--- src/rtl/led_matrix_bcm_pkg.sv ---
// Shared definitions for the led_matrix_bcm panel driver.
// Contents: shift FSM state encoding, panel enable polarity, on-time width helper.
package led_matrix_bcm_pkg;

    typedef enum logic [2:0] {
        ST_FETCH    = 3'd0,
        ST_WAIT_RD  = 3'd1,
        ST_CLK_LO   = 3'd2,
        ST_CLK_HI   = 3'd3,
        ST_ROW_DONE = 3'd4,
        ST_LATCH    = 3'd5
    } state_t;

    // Panel output enable is active low: driving this value keeps the panel dark.
    localparam logic ENABLE_OFF = 1'b1;

    localparam int unsigned BRIGHT_W = 8;

    // Period (BASE_TICKS << plane) times (brightness+1) without truncation.
    function automatic int unsigned on_time_width(input int unsigned bit_depth,
                                                  input int unsigned base_ticks);
        return bit_depth + $clog2(base_ticks) + 9;
    endfunction

endpackage

--- src/rtl/led_matrix_bcm_if.sv ---
// Panel + framebuffer bus of the led_matrix_bcm driver.
// master (driver): data_out, clk_out, latch_out, enable_out, addr_out, fb_addr out; fb_data in.
// slave (panel/framebuffer side): the reverse.
interface led_matrix_bcm_if #(
    parameter int unsigned NUM_CHANNELS   = 1,
    parameter int unsigned BIT_DEPTH      = 8,
    parameter int unsigned ROW_ADDR_WIDTH = 4,
    parameter int unsigned FB_ADDR_WIDTH  = 13
);
    logic [NUM_CHANNELS-1:0]           data_out;
    logic                              clk_out;
    logic                              latch_out;
    logic                              enable_out;
    logic [ROW_ADDR_WIDTH-1:0]         addr_out;
    logic [FB_ADDR_WIDTH-1:0]          fb_addr;
    logic [NUM_CHANNELS*BIT_DEPTH-1:0] fb_data;

    modport master (
        output data_out, clk_out, latch_out, enable_out, addr_out, fb_addr,
        input  fb_data
    );

    modport slave (
        input  data_out, clk_out, latch_out, enable_out, addr_out, fb_addr,
        output fb_data
    );
endinterface

--- src/rtl/led_matrix_bcm_timer.sv ---
// BCM display timer: loads a plane period, counts elapsed cycles, and drives the
// active-low panel enable from the brightness-scaled on-time.
// Ports: clk, reset (async high); i_load, i_plane, i_brightness, i_blank in;
//        o_expired_c (period elapsed, combinational), o_enable_n (registered) out.
module led_matrix_bcm_timer
    import led_matrix_bcm_pkg::*;
#(
    parameter int unsigned BIT_DEPTH  = 8,
    parameter int unsigned BASE_TICKS = 64,
    parameter int unsigned PLANE_W    = 3
) (
    input  logic                clk,
    input  logic                reset,
    input  logic                i_load,
    input  logic [PLANE_W-1:0]  i_plane,
    input  logic [BRIGHT_W-1:0] i_brightness,
    input  logic                i_blank,
    output logic                o_expired_c,
    output logic                o_enable_n
);
    localparam int unsigned OT_W = on_time_width(BIT_DEPTH, BASE_TICKS);

    logic [OT_W-1:0] r_elapsed;
    logic [OT_W-1:0] r_period;
    logic [OT_W-1:0] r_on_time;
    logic [OT_W-1:0] w_period;
    logic [OT_W-1:0] w_scale;

    assign w_period    = OT_W'(BASE_TICKS) << i_plane;
    assign w_scale     = OT_W'(i_brightness) + OT_W'(1);
    assign o_expired_c = (r_elapsed >= r_period);

    // Counter stops at the period; panel stays dark on load and once on-time is used up.
    always_ff @(posedge clk or posedge reset) begin
        if (reset) begin
            r_elapsed  <= '0;
            r_period   <= '0;
            r_on_time  <= '0;
            o_enable_n <= ENABLE_OFF;
        end else if (i_load) begin
            r_elapsed  <= '0;
            r_period   <= w_period;
            r_on_time  <= (w_period * w_scale) >> 8;
            o_enable_n <= ENABLE_OFF;
        end else begin
            if (!o_expired_c) begin
                r_elapsed <= r_elapsed + OT_W'(1);
            end
            o_enable_n <= i_blank | (r_elapsed >= r_on_time);
        end
    end

endmodule

--- src/rtl/led_matrix_bcm.sv ---
// Multi-lane LED matrix scan driver with binary-coded modulation. Shifts the next
// bit plane from a 1-cycle-latency framebuffer while the current plane is displayed.
// Ports: clk, reset (async high); bus (master: panel outputs, fb_addr out, fb_data in);
//        brightness, blank in; frame_start out (pulse on row 0 plane 0 latch).
module led_matrix_bcm
    import led_matrix_bcm_pkg::*;
#(
    parameter int unsigned NUM_CHANNELS   = 1,
    parameter int unsigned BIT_DEPTH      = 8,
    parameter int unsigned DISPLAY_WIDTH  = 384,
    parameter int unsigned ROW_ADDR_WIDTH = 4,
    parameter int unsigned FB_ADDR_WIDTH  = 13,
    parameter int unsigned CLK_DIV        = 1,
    parameter int unsigned BASE_TICKS     = 64
) (
    input  logic                clk,
    input  logic                reset,
    led_matrix_bcm_if.master    bus,
    input  logic [BRIGHT_W-1:0] brightness,
    input  logic                blank,
    output logic                frame_start
);
    localparam int unsigned ROWS    = 2 ** ROW_ADDR_WIDTH;
    localparam int unsigned X_W     = $clog2(DISPLAY_WIDTH + 1);
    localparam int unsigned DIV_W   = (CLK_DIV > 1) ? $clog2(CLK_DIV) : 1;
    localparam int unsigned PLANE_W = (BIT_DEPTH > 1) ? $clog2(BIT_DEPTH) : 1;

    state_t                    r_state;
    logic [X_W-1:0]            r_x;
    logic [FB_ADDR_WIDTH-1:0]  r_base;
    logic [ROW_ADDR_WIDTH-1:0] r_row;
    logic [PLANE_W-1:0]        r_plane;
    logic [DIV_W-1:0]          r_div;
    logic [BRIGHT_W-1:0]       r_brightness_q;
    logic [NUM_CHANNELS-1:0]   r_data_out;
    logic                      r_clk_out;
    logic                      r_latch_out;
    logic [ROW_ADDR_WIDTH-1:0] r_addr_out;
    logic [FB_ADDR_WIDTH-1:0]  r_fb_addr;
    logic                      r_frame_start;

    logic                      w_expired;
    logic                      w_enable_n;
    logic                      w_latch_go;
    logic                      w_frame_go;
    logic                      w_last_plane;
    logic                      w_div_done;
    logic [X_W-1:0]            w_x_next;
    logic [FB_ADDR_WIDTH-1:0]  w_next_base;
    logic [BRIGHT_W-1:0]       w_bright_sel;
    logic [BIT_DEPTH-1:0]      w_lane;
    logic [NUM_CHANNELS-1:0]   w_plane_bits;

    assign w_latch_go   = (r_state == ST_ROW_DONE) && w_expired;
    assign w_frame_go   = (r_row == '0) && (r_plane == '0);
    assign w_last_plane = (r_plane == PLANE_W'(BIT_DEPTH - 1));
    assign w_div_done   = (r_div == DIV_W'(CLK_DIV - 1));
    assign w_x_next     = r_x + X_W'(1);
    assign w_next_base  = (r_row == ROW_ADDR_WIDTH'(ROWS - 1)) ? '0
                        : r_base + FB_ADDR_WIDTH'(DISPLAY_WIDTH);
    // The frame-start latch displays with the brightness sampled in that same cycle.
    assign w_bright_sel = (w_latch_go && w_frame_go) ? brightness : r_brightness_q;

    // Pick the current plane's bit out of every lane's pixel.
    always_comb begin
        w_lane       = '0;
        w_plane_bits = '0;
        for (int c = 0; c < NUM_CHANNELS; c++) begin
            w_lane          = bus.fb_data[c*BIT_DEPTH +: BIT_DEPTH];
            w_plane_bits[c] = w_lane[r_plane];
        end
    end

    led_matrix_bcm_timer #(
        .BIT_DEPTH  (BIT_DEPTH),
        .BASE_TICKS (BASE_TICKS),
        .PLANE_W    (PLANE_W)
    ) u_timer (
        .clk          (clk),
        .reset        (reset),
        .i_load       (w_latch_go),
        .i_plane      (r_plane),
        .i_brightness (w_bright_sel),
        .i_blank      (blank),
        .o_expired_c  (w_expired),
        .o_enable_n   (w_enable_n)
    );

    // Shift FSM. fb_addr is updated on entry to FETCH so read data lands in WAIT_RD.
    always_ff @(posedge clk or posedge reset) begin
        if (reset) begin
            r_state        <= ST_FETCH;
            r_x            <= '0;
            r_base         <= '0;
            r_row          <= '0;
            r_plane        <= '0;
            r_div          <= '0;
            r_brightness_q <= 8'hFF;
            r_data_out     <= '0;
            r_clk_out      <= 1'b0;
            r_latch_out    <= 1'b0;
            r_addr_out     <= '0;
            r_fb_addr      <= '0;
            r_frame_start  <= 1'b0;
        end else begin
            r_latch_out   <= 1'b0;
            r_frame_start <= 1'b0;
            case (r_state)
                ST_FETCH: begin
                    r_state <= ST_WAIT_RD;
                end
                ST_WAIT_RD: begin
                    r_data_out <= w_plane_bits;
                    r_clk_out  <= 1'b0;
                    r_div      <= '0;
                    r_state    <= ST_CLK_LO;
                end
                ST_CLK_LO: begin
                    if (w_div_done) begin
                        r_div     <= '0;
                        r_clk_out <= 1'b1;
                        r_state   <= ST_CLK_HI;
                    end else begin
                        r_div <= r_div + DIV_W'(1);
                    end
                end
                ST_CLK_HI: begin
                    if (w_div_done) begin
                        r_div     <= '0;
                        r_clk_out <= 1'b0;
                        r_x       <= w_x_next;
                        if (w_x_next == X_W'(DISPLAY_WIDTH)) begin
                            r_state <= ST_ROW_DONE;
                        end else begin
                            r_fb_addr <= r_base + FB_ADDR_WIDTH'(w_x_next);
                            r_state   <= ST_FETCH;
                        end
                    end else begin
                        r_div <= r_div + DIV_W'(1);
                    end
                end
                ST_ROW_DONE: begin
                    // Latch only once the previous plane's display time is over (panel dark).
                    if (w_expired) begin
                        r_latch_out   <= 1'b1;
                        r_addr_out    <= r_row;
                        r_frame_start <= w_frame_go;
                        if (w_frame_go) begin
                            r_brightness_q <= brightness;
                        end
                        r_x <= '0;
                        if (w_last_plane) begin
                            r_plane   <= '0;
                            r_row     <= r_row + ROW_ADDR_WIDTH'(1);
                            r_base    <= w_next_base;
                            r_fb_addr <= w_next_base;
                        end else begin
                            r_plane   <= r_plane + PLANE_W'(1);
                            r_fb_addr <= r_base;
                        end
                        r_state <= ST_LATCH;
                    end
                end
                ST_LATCH: begin
                    r_state <= ST_FETCH;
                end
                default: begin
                    r_state <= ST_FETCH;
                end
            endcase
        end
    end

    assign bus.data_out   = r_data_out;
    assign bus.clk_out    = r_clk_out;
    assign bus.latch_out  = r_latch_out;
    assign bus.enable_out = w_enable_n;
    assign bus.addr_out   = r_addr_out;
    assign bus.fb_addr    = r_fb_addr;
    assign frame_start    = r_frame_start;

endmodule

--- src/flat_wrapper.sv ---
// flat-port wrapper written by rule: the top's interface ports become plain ports
module led_matrix_bcm_flat import led_matrix_bcm_pkg::*;
#(
    parameter int unsigned NUM_CHANNELS   = 1,
    parameter int unsigned BIT_DEPTH      = 8,
    parameter int unsigned DISPLAY_WIDTH  = 384,
    parameter int unsigned ROW_ADDR_WIDTH = 4,
    parameter int unsigned FB_ADDR_WIDTH  = 13,
    parameter int unsigned CLK_DIV        = 1,
    parameter int unsigned BASE_TICKS     = 64
)
  (clk, reset, brightness, blank, frame_start, bus_data_out, bus_clk_out, bus_latch_out, bus_enable_out, bus_addr_out, bus_fb_addr, bus_fb_data);
  led_matrix_bcm_if #(.NUM_CHANNELS(NUM_CHANNELS), .BIT_DEPTH(BIT_DEPTH), .ROW_ADDR_WIDTH(ROW_ADDR_WIDTH), .FB_ADDR_WIDTH(FB_ADDR_WIDTH)) bus_i ();
  input  logic clk;
  input  logic reset;
  input  logic [BRIGHT_W-1:0] brightness;
  input  logic blank;
  output logic frame_start;
  output wire logic [$bits(bus_i.data_out)-1:0] bus_data_out;
  output wire logic [$bits(bus_i.clk_out)-1:0] bus_clk_out;
  output wire logic [$bits(bus_i.latch_out)-1:0] bus_latch_out;
  output wire logic [$bits(bus_i.enable_out)-1:0] bus_enable_out;
  output wire logic [$bits(bus_i.addr_out)-1:0] bus_addr_out;
  output wire logic [$bits(bus_i.fb_addr)-1:0] bus_fb_addr;
  input wire logic [$bits(bus_i.fb_data)-1:0] bus_fb_data;
  assign bus_data_out = bus_i.data_out;
  assign bus_clk_out = bus_i.clk_out;
  assign bus_latch_out = bus_i.latch_out;
  assign bus_enable_out = bus_i.enable_out;
  assign bus_addr_out = bus_i.addr_out;
  assign bus_fb_addr = bus_i.fb_addr;
  assign bus_i.fb_data = bus_fb_data;
  led_matrix_bcm #(.NUM_CHANNELS(NUM_CHANNELS), .BIT_DEPTH(BIT_DEPTH), .DISPLAY_WIDTH(DISPLAY_WIDTH), .ROW_ADDR_WIDTH(ROW_ADDR_WIDTH), .FB_ADDR_WIDTH(FB_ADDR_WIDTH), .CLK_DIV(CLK_DIV), .BASE_TICKS(BASE_TICKS)) u_core (.clk(clk), .reset(reset), .bus(bus_i), .brightness(brightness), .blank(blank), .frame_start(frame_start));
endmodule
--- config.mk ---
export PLATFORM = sky130hd
export DESIGN_NAME = led_matrix_bcm_flat
export DESIGN_NICKNAME = d
export VERILOG_FILES = /design/src/rtl/led_matrix_bcm_pkg.sv /design/src/rtl/led_matrix_bcm_if.sv /design/src/rtl/led_matrix_bcm_timer.sv /design/src/rtl/led_matrix_bcm.sv /design/src/flat_wrapper.sv
export SDC_FILE = /design/constraint.sdc
export NUM_CORES = 1
export LEC_CHECK = 0
export CAP_MARGIN = 30
export CORE_UTILIZATION = 43
export CTS_BUF_LIST = sky130_fd_sc_hd__clkbuf_16
export CTS_CLUSTER_DIAMETER = 50
export DETAILED_ROUTE_END_ITERATION = 8
export GPL_ROUTABILITY_DRIVEN = 0
export GPL_TIMING_DRIVEN = 0
export MAX_ROUTING_LAYER = met4
export PLACE_DENSITY_LB_ADDON = 0.1
export SYNTH_ARGS = -nofsm -noshare
export SYNTH_HDL_FRONTEND = slang
export SYNTH_SLANG_ARGS = --single-unit
export TNS_END_PERCENT = 100
--- constraint.sdc ---
create_clock -name clk -period 6.4 [get_ports clk]
set_input_delay 0.96 -clock clk [delete_from_list [all_inputs] [get_ports clk]]
set_output_delay 0.96 -clock clk [all_outputs]
set_load 0.01 [all_outputs]
==> results of run 1 <==
-- cell usage in the layout (no fill, tap or decap), types with 6 or more instances in the layout --
cell type        Yosys  final
mux2_4               9     11
nand3_1             35     32
buf_4                2     29
o211ai_1            11     11
a21oi_1             31     25
dfstp_2              9      9
ha_4                 0     13
clkdlybuf4s50_1      0     39
xor2_1              19     19
inv_1              105     96
dfrtp_1             99     92
xnor2_1             22     19
mux2_2              16     14
o21ai_0             72     70
nor3_1              14     12
and2_1              11     11
nand2b_1            12     10
o21a_1               6      6
nor2b_1             11     10
nor2_2               1      6
a21o_1              10     10
ha_1                82     68
a211oi_1            12     10
buf_2                8      8
buf_6                1      6
fa_1                44     40
nand2_1             93     92
mux2i_1              7      7
or3_1               10      9
and3_1              20     18
dfrtp_2              0      7
a31oi_1              6      6
nor2_1              70     62
clkbuf_1            19     18
inv_2                1     11
clkbuf_16            0      9
-- power groups by stage --
stage | sequential, µW | clock (µW) | combinational, µW
6_report | 686 | 581 | 50.3
4_1_cts | 686 | 596 | 51.1
2_1_floorplan | 699 | 0 | 24.0
5_1_grt | 686 | 621 | 56.4
3_3_place_gp | 699 | 0 | 46.1
3_5_place_dp | 699 | 0 | 48.9
-- routing by layer --
layer | wire length (µm) | share of wire [%]
met5 | 0 | 0
met4 | 265 | 1.2
met3 | 673 | 3.1
met2 | 10800 | 49
met1 | 10100 | 46
-- critical path: stages, from the launching register on --
cell,delay [ns]
dfrtp_2,0.45
ha_4,0.24
nand4_1,0.15
o21bai_4,0.10
o211a_4,0.27
o21ai_4,0.25
buf_6,0.14
mux2_4,0.31
ha_4,0.18
and3_4,0.17
and3_4,0.15
mux2i_4,0.20
buf_6,0.13
nor2_2,0.03
fa_1,0.57
fa_1,0.45
fa_1,0.54
inv_2,0.05
fa_1,0.49
inv_2,0.05
ha_4,0.23
or2_4,0.23
o211a_1,0.24
o21ai_4,0.07
a21oi_2,0.08
or4_1,0.47
o211ai_1,0.10
-- state kept, by name, indices dropped and copies added, names as in the netlist --
| name | count |
|---|---|
| u_core.bus.data_out | 1 |
| u_core.frame_start | 1 |
| u_core.u_timer.r_on_time | 15 |
| u_core.r_plane | 3 |
| u_core.bus.fb_addr | 13 |
| u_core.u_timer.o_enable_n | 1 |
| u_core.u_timer.r_elapsed | 23 |
| u_core.r_state | 3 |
| u_core.u_timer.r_period | 8 |
| u_core.r_base | 13 |
| u_core.bus.clk_out | 1 |
| u_core.r_brightness_q | 8 |
| u_core.r_row | 4 |
| u_core.bus.addr_out | 4 |
| u_core.r_x | 9 |
| u_core.bus.latch_out | 1 |
-- timing repair --
| item | in CTS | in global routing |
|---|---|---|
| gates resized for setup | 50 | 39 |
| setup buffers | 29 | 5 |
| hold buffers | 0 | 0 |
| setup endpoints to repair | 10 | 8 |
| endpoints found under the hold margin | 0 | 0 |
| pin swaps | 26 | 33 |
-- metrics by stage --
stage                     TNS [ns]  hold slack, ns  utilization (%)  std cells
final                      -0.0278           0.484             54.0       1308
after global routing        -0.916           0.511             54.0       1308
after CTS                   -0.101           0.491             52.8       1303
after detailed placement     -3.92           0.474             48.9       1258
after global placement       -4.13           0.464             48.8       1257
after floorplan                  0           0.450                -        953
-- cells by family (layout without fill, tap and decap cells) --
family                   after synthesis  in the layout  share of synthesized area [%]
flip-flops                           108            108                           30.9
multiplexers                          40             40                           6.04
AND/OR/NAND/NOR                      316            316                           17.8
buffers and inverters                138            228                           6.23
AO/OA/AOI/OAI                        184            184                           13.2
adder cells (fa/ha/maj)              126            126                           21.7
XOR/XNOR                              41             41                           4.09
-- final cells by class --
type	count	share of cell area, %
timing repair buffer	74	6.70
sequential	108	25.6
tap	265	3.12
clock inverter	7	0.705
clock buffer	9	2.12
multi-input combinational	707	56.4
inverter	107	3.84
buffer	31	1.48
-- path summary, 6_finish.rpt --
path                                                               from                                        to  depth (start not counted)
worst max-delay path            u_core.u_timer.r_elapsed[7]$_DFFE_PP0P_  u_core.u_timer.r_on_time[14]$_DFFE_PP0N_                         26
worst min-delay path             u_core.u_timer.r_period[6]$_DFFE_PP0N_    u_core.u_timer.r_period[6]$_DFFE_PP0N_                          2
worst max register to register  u_core.u_timer.r_elapsed[7]$_DFFE_PP0P_  u_core.u_timer.r_on_time[14]$_DFFE_PP0N_                         26
worst min register to register   u_core.u_timer.r_period[6]$_DFFE_PP0N_    u_core.u_timer.r_period[6]$_DFFE_PP0N_                          2
max in group asynchronous                                         reset      u_core.r_brightness_q[0]$_DFFE_PP1N_                          3
min in group asynchronous                                         reset  u_core.u_timer.r_elapsed[16]$_DFFE_PP0P_                          2
==> summary.md, run 1 <==
| Metric | Value |
|---|---|
| Status | finished, violations left |
| Failing checks | setup timing |
| Worst-Margin Slew | 0.781 ns |
| Clk Latency, worst-skew pair | 0.36 ns |
| Fillers | 1807 |
| Num rows | 51 |
| DR pass1 iterations | 5 |
| Die Span X | 145 µm |
| Slew Limit Fails | 0 |
| Slew headroom | 47.9% |
| Fin crit period | 6.43 ns |
| First-pass GRT wire length | 36500 µm |
| Clock transition at path regs | 0.08 ns |
| Internal power | 1010 µW |
| Synthesis Warnings | 0 |
| ANT cells | 0 |
| Die area | 0.0210 mm² |
| Mapped Area | 0.00878 mm² |
| Post-DP HPWL | 16200 µm |
| Grt met3 use | 3.02% |
| Worst Setup Start Kind | flop |
| Clk pwr share | 44.1% |
| Switch share | 23.1% |
| Fmax | 156 MHz |
| Post-place setup slack | -0.710 ns |
| Number of flops mapped to enable cells by yosys | 0 |
| Share of cells above drive strength 1 | 19.1% |
| Critical path capture point type | flop |
| DR iter-0 viols | 440 |
| Core area | 0.0197 mm² |
| Synth top area share | 28.2% |
| Area delta synth->final | 21.2% |
| Req. time, crit path | 6.68 ns |
| Initial antenna violation count | 0 |
| Comb pwr share | 3.8% |
| Top FF cell, synth | dfrtp_1 |
| Max-cap violations | 0 |
| Final ANT Viol Nets | 0 |
| Psw | 304 µW |
| Netlist cell types | 74 |
| Clk buf depth | 2 |
| DR DRC count | 0 |
| Via count | 6969 |
| Hold Vio Cnt, Final | 0 |
| Die height | 145 µm |
| Area occupied by multi-input gates | 0.00601 mm² |
| Per-cell routed wire length | 16.7 µm |
| Vias in the first global route | 6966 |
| Routed wire length | 21800 µm |
| Commonest cells post-synth | inv_1 (105), dfrtp_1 (99), nand2_1 (93) |
| Seq/Total Area, Yosys | 30.9% |
| Power Total | 1320 µW |
| Setup slack, reg-to-reg | -0.03 ns |
| Synth Register Bits | 108 |
| Fin area | 0.0106 mm² |
| GRT Total Usage | 22.5% |
| CTS sink count | 108 |
| Boundary pin count | 41 |
| Global routing's busiest layer | met2 |
| TritonCTS clock tree | yes |
| Initial Utilization | 44.5% |
| Crit path kind | flop to flop |
| Grt met1 use | 29.6% |
| Clock root cell | clkbuf_16 |
| Largest net degree at the start of global routing | 60 |
| DP Area | 0.00965 mm² |
| Sequential power share | 52.1% |
| Fin crit share | 100% |
| Mean Syn Cell Area | 9.22 µm² |
| Top cell type by total area after synthesis | dfrtp_1 |
| Post-Syn Nets | 1098 |
| Port-buffer cells | 39 |
| Crit Path Max Fanout | 4 |
| Global route overflow | 0 |
| Count leader, synth | inv_1 |
| Hold crit path type | flop to flop |
| Peak VDD IR | 0.114 mV |
| Number of buffers created by CTS | 9 |
| Register area | 0.00272 mm² |
| Final Worst Setup Slack | -0.0278 ns |
| Async S/R FF share, synth | 100% |
| Power per Cell Area | 124 mW/mm² |
| H-tree depth | 3 |
| Area contributors post-synth | dfrtp_1 (28%), ha_1 (12%), fa_1 (10%) |
| Critical path arrival | 6.71 ns |
| Met2 Track Usage GR | 36.9% |
| RSZ-0062 raised after global routing | true |
| Worst Skew | 0.0120 ns |
| P_leak | 0.00511 µW |
| Final #Nets | 1183 |
| Via/cell ratio | 5.33 |
| Mapped Cells | 953 |
| Final setup vio count | 1 |
No activity file was read; power rests on OpenSTA's default activity.
==> inputs of run 2 (changes only) <==
==> constraint.sdc (replaced) <==
create_clock -name clk -period 7.6 [get_ports clk]
set_input_delay 1.14 -clock clk [delete_from_list [all_inputs] [get_ports clk]]
set_output_delay 1.14 -clock clk [all_outputs]
set_load 0.01 [all_outputs]
==> run 2 against run 1 <==
The run now ends clean. Largest power group unchanged. Clock skew hardly changed. Worst hold slack worse by 0.0092 ns. Register-to-register slack better by 0.35 ns. Global-route usage decreased by 0.64 points. Clock power shrank 16%. Sequential share of layout area increased by 1.8 points. Final area shrank 6.7%. Critical path type unchanged. Sequential power down 16%. Utilization fell by 3.6 points.
==> summary.md, run 2 (synthesis results as in run 1) <==
| Metric | Value |
|---|---|
| Number of buffers created by CTS | 9 (unchanged) |
| Biggest register | u_core.u_timer.r_elapsed |
| Die area | 0.0210 mm² (unchanged) |
| Core area | 0.0197 mm² (unchanged) |
| Slew headroom | 49.6% (+1.7 points) |
| Commonest non-fill, non-tap cell in the layout | inv_1 |
| Routed wire length | 21000 µm (-3.8%) |
| Placed Cells incl. Taps | 1258 (unchanged) |
| Final Worst Setup Slack | 0.320 ns (+0.348 ns) |
| Layout Cells excl Fill | 1277 (-2.4%) |
| Peak VDD IR | 0.104 mV (-8.3%) |
| Final ANT Viol Nets | 0 (unchanged) |
| Hold buffers post-CTS | 0 (unchanged) |
| Worst Setup Start Kind | flop |
| Crit Path Max Fanout | 10 (+6) |
| Status | complete, no violations |
| Via count | 6725 (-3.5%) |
| DR DRC count | 0 (unchanged) |
| Final setup TNS | 0 ns (+0.0278 ns) |
| Via/cell ratio | 5.27 (-1.2%) |
| Clk Latency, worst-skew pair | 0.36 ns (about the same) |
| Area delta synth->final | 13.0% |
| Worst path max stage delay | 0.57 ns (about the same) |
| Fin crit period | 7.28 ns (+0.852 ns) |
| CTS sink count | 108 (unchanged) |
| Final #Nets | 1153 (-2.5%) |
| CP Buf/Inv Count | 3 (-1) |
| Per-cell routed wire length | 16.4 µm (-1.5%) |
| Largest registers | u_core.u_timer.r_elapsed x23, u_core.u_timer.r_on_time x15 |
| ANT cells | 0 (unchanged) |
| Global route overflow | 0 (unchanged) |
| Share of cells above drive strength 1 | 9.98% (-9.1 points) |
| Crit path kind | flop to flop |
| Final setup vio count | 0 (-1) |
| Post-layout util | 50.3% (-3.6 points) |
| Power per Cell Area | 111 mW/mm² (-10%) |
| Die Span X | 145 µm (unchanged) |
| H-tree depth | 3 (unchanged) |
| Setup slack, reg-to-reg | 0.32 ns (+0.35 ns) |
| Largest register FFs | 23 (unchanged) |
| Clk buf depth | 2 (unchanged) |
| TritonCTS clock tree | yes |
| Slew Limit Fails | 0 (unchanged) |
| Power Total | 1100 µW (-16%) |
| Slowest-stage cell, CP | fa_1 |
| DR pass1 iterations | 4 (-1) |
| Post-place setup slack | -0.241 ns (+0.469 ns) |
| Post-DP HPWL | 16200 µm (-0.19%) |
| Num rows | 51 (unchanged) |
| GRT Total Usage | 21.9% (-0.64 points) |
| Delay-heaviest family, CP | adder cells |
| Critical path arrival | 7.56 ns (+0.85 ns) |
| Worst Skew | 0.0119 ns (-0.0000465 ns) |
| RSZ-0062 raised after global routing | false |
| DR iter-0 viols | 331 (-25%) |
| Hold crit path type | flop to flop |
| Critical path capture point type | flop |
| Hold Vio Cnt, Final | 0 (unchanged) |
| Vias in the first global route | 6809 (-2.3%) |
| Req. time, crit path | 7.88 ns (+1.20 ns) |
| Clock root cell | clkbuf_16 |
| Fmax | 137 MHz (-12%) |
| Max-cap violations | 0 (unchanged) |
| Crit-path most repeated cell | fa_1 |
| Die height | 145 µm (unchanged) |
| Clock transition at path regs | 0.08 ns (about the same) |
| P_leak | 0.00488 µW (-4.6%) |
| Worst-Margin Slew | 0.754 ns (-0.0277 ns) |
| Port-buffer cells | 39 (unchanged) |
| Fin crit share | 95.8% (-4.6 points) |
| Initial antenna violation count | 0 (unchanged) |
| Boundary pin count | 41 (unchanged) |
| Largest net degree at the start of global routing | 56 (-6.7%) |
| Initial Utilization | 44.5% (unchanged) |
| First-pass GRT wire length | 35600 µm (-2.5%) |
| Commonest cells after routing, fill and taps aside | inv_1 (104), dfrtp_1 (98), nand2_1 (93), ha_1 (82), o21ai_0 (72) |
==> run 2: cell type report <==
cell class,instances,area (µm²)
Sequential cell,108,2720
Inverter,107,407
Tap cell,265,332
Clock inverter,6,71.3
Clock buffer,9,225
Timing Repair Buffer,44,460
Fill cell,1895,9790
Buffer,31,148
Multi-Input combinational cell,707,5570
==> run 2: routing by layer <==
layer  up-vias  share of wire (%)  routed length [µm]  GRT usage, %
li1       3362                  -                   -             -
met1      3273                 47                9870          29.0
met2        71                 49               10300          35.5
met3        19                2.3                 480          2.45
met4         0                1.5                 306          5.85
met5         -                  0                   0             -
==> run 2: per-stage QoR <==
stage,instance area (µm²),hold WS [ns]
2_1_floorplan,8780,0.450
6_report,9920,0.475
5_1_grt,9920,0.520
3_5_place_dp,9530,0.466
3_3_place_gp,9500,0.461
4_1_cts,9850,0.485
==> run 2: what timing repair did <==
item | 4_1_cts | 5_1_grt
resized for setup | 4 | 8
endpoints found under the setup margin | 3 | 4
cloned | 0 | 0
pin swaps | 0 | 1
setup buffers | 0 | 4
==> run 2: worst min-delay path, cell delays in order, from the launching register on <==
cell,delay (ns)
dfrtp_1,0.34
nand2_1,0.05
nand2_1,0.05
==> run 2: where the power goes <==
group / switching, µW / internal [µW]
Combinational: 22.8 / 16.6
Clock: 229 / 258
Sequential: 0.763 / 576
==> run 2: final timing paths <==
| path | startpoint | end | cells past startpoint |
|---|---|---|---|
| max reg2reg | u_core.u_timer.r_elapsed[9]$_DFFE_PP0P_ | u_core.u_timer.r_on_time[14]$_DFFE_PP0N_ | 25 |
| min in group asynchronous | reset | u_core.u_timer.r_elapsed[17]$_DFFE_PP0P_ | 2 |
| min reg2reg | u_core.bus.addr_out[2]$_DFFE_PP0N_ | u_core.bus.addr_out[2]$_DFFE_PP0N_ | 2 |
| max | u_core.u_timer.r_elapsed[9]$_DFFE_PP0P_ | u_core.u_timer.r_on_time[14]$_DFFE_PP0N_ | 25 |
| max in group asynchronous | reset | u_core.r_brightness_q[7]$_DFFE_PP1N_ | 3 |
| min | u_core.bus.addr_out[2]$_DFFE_PP0N_ | u_core.bus.addr_out[2]$_DFFE_PP0N_ | 2 |
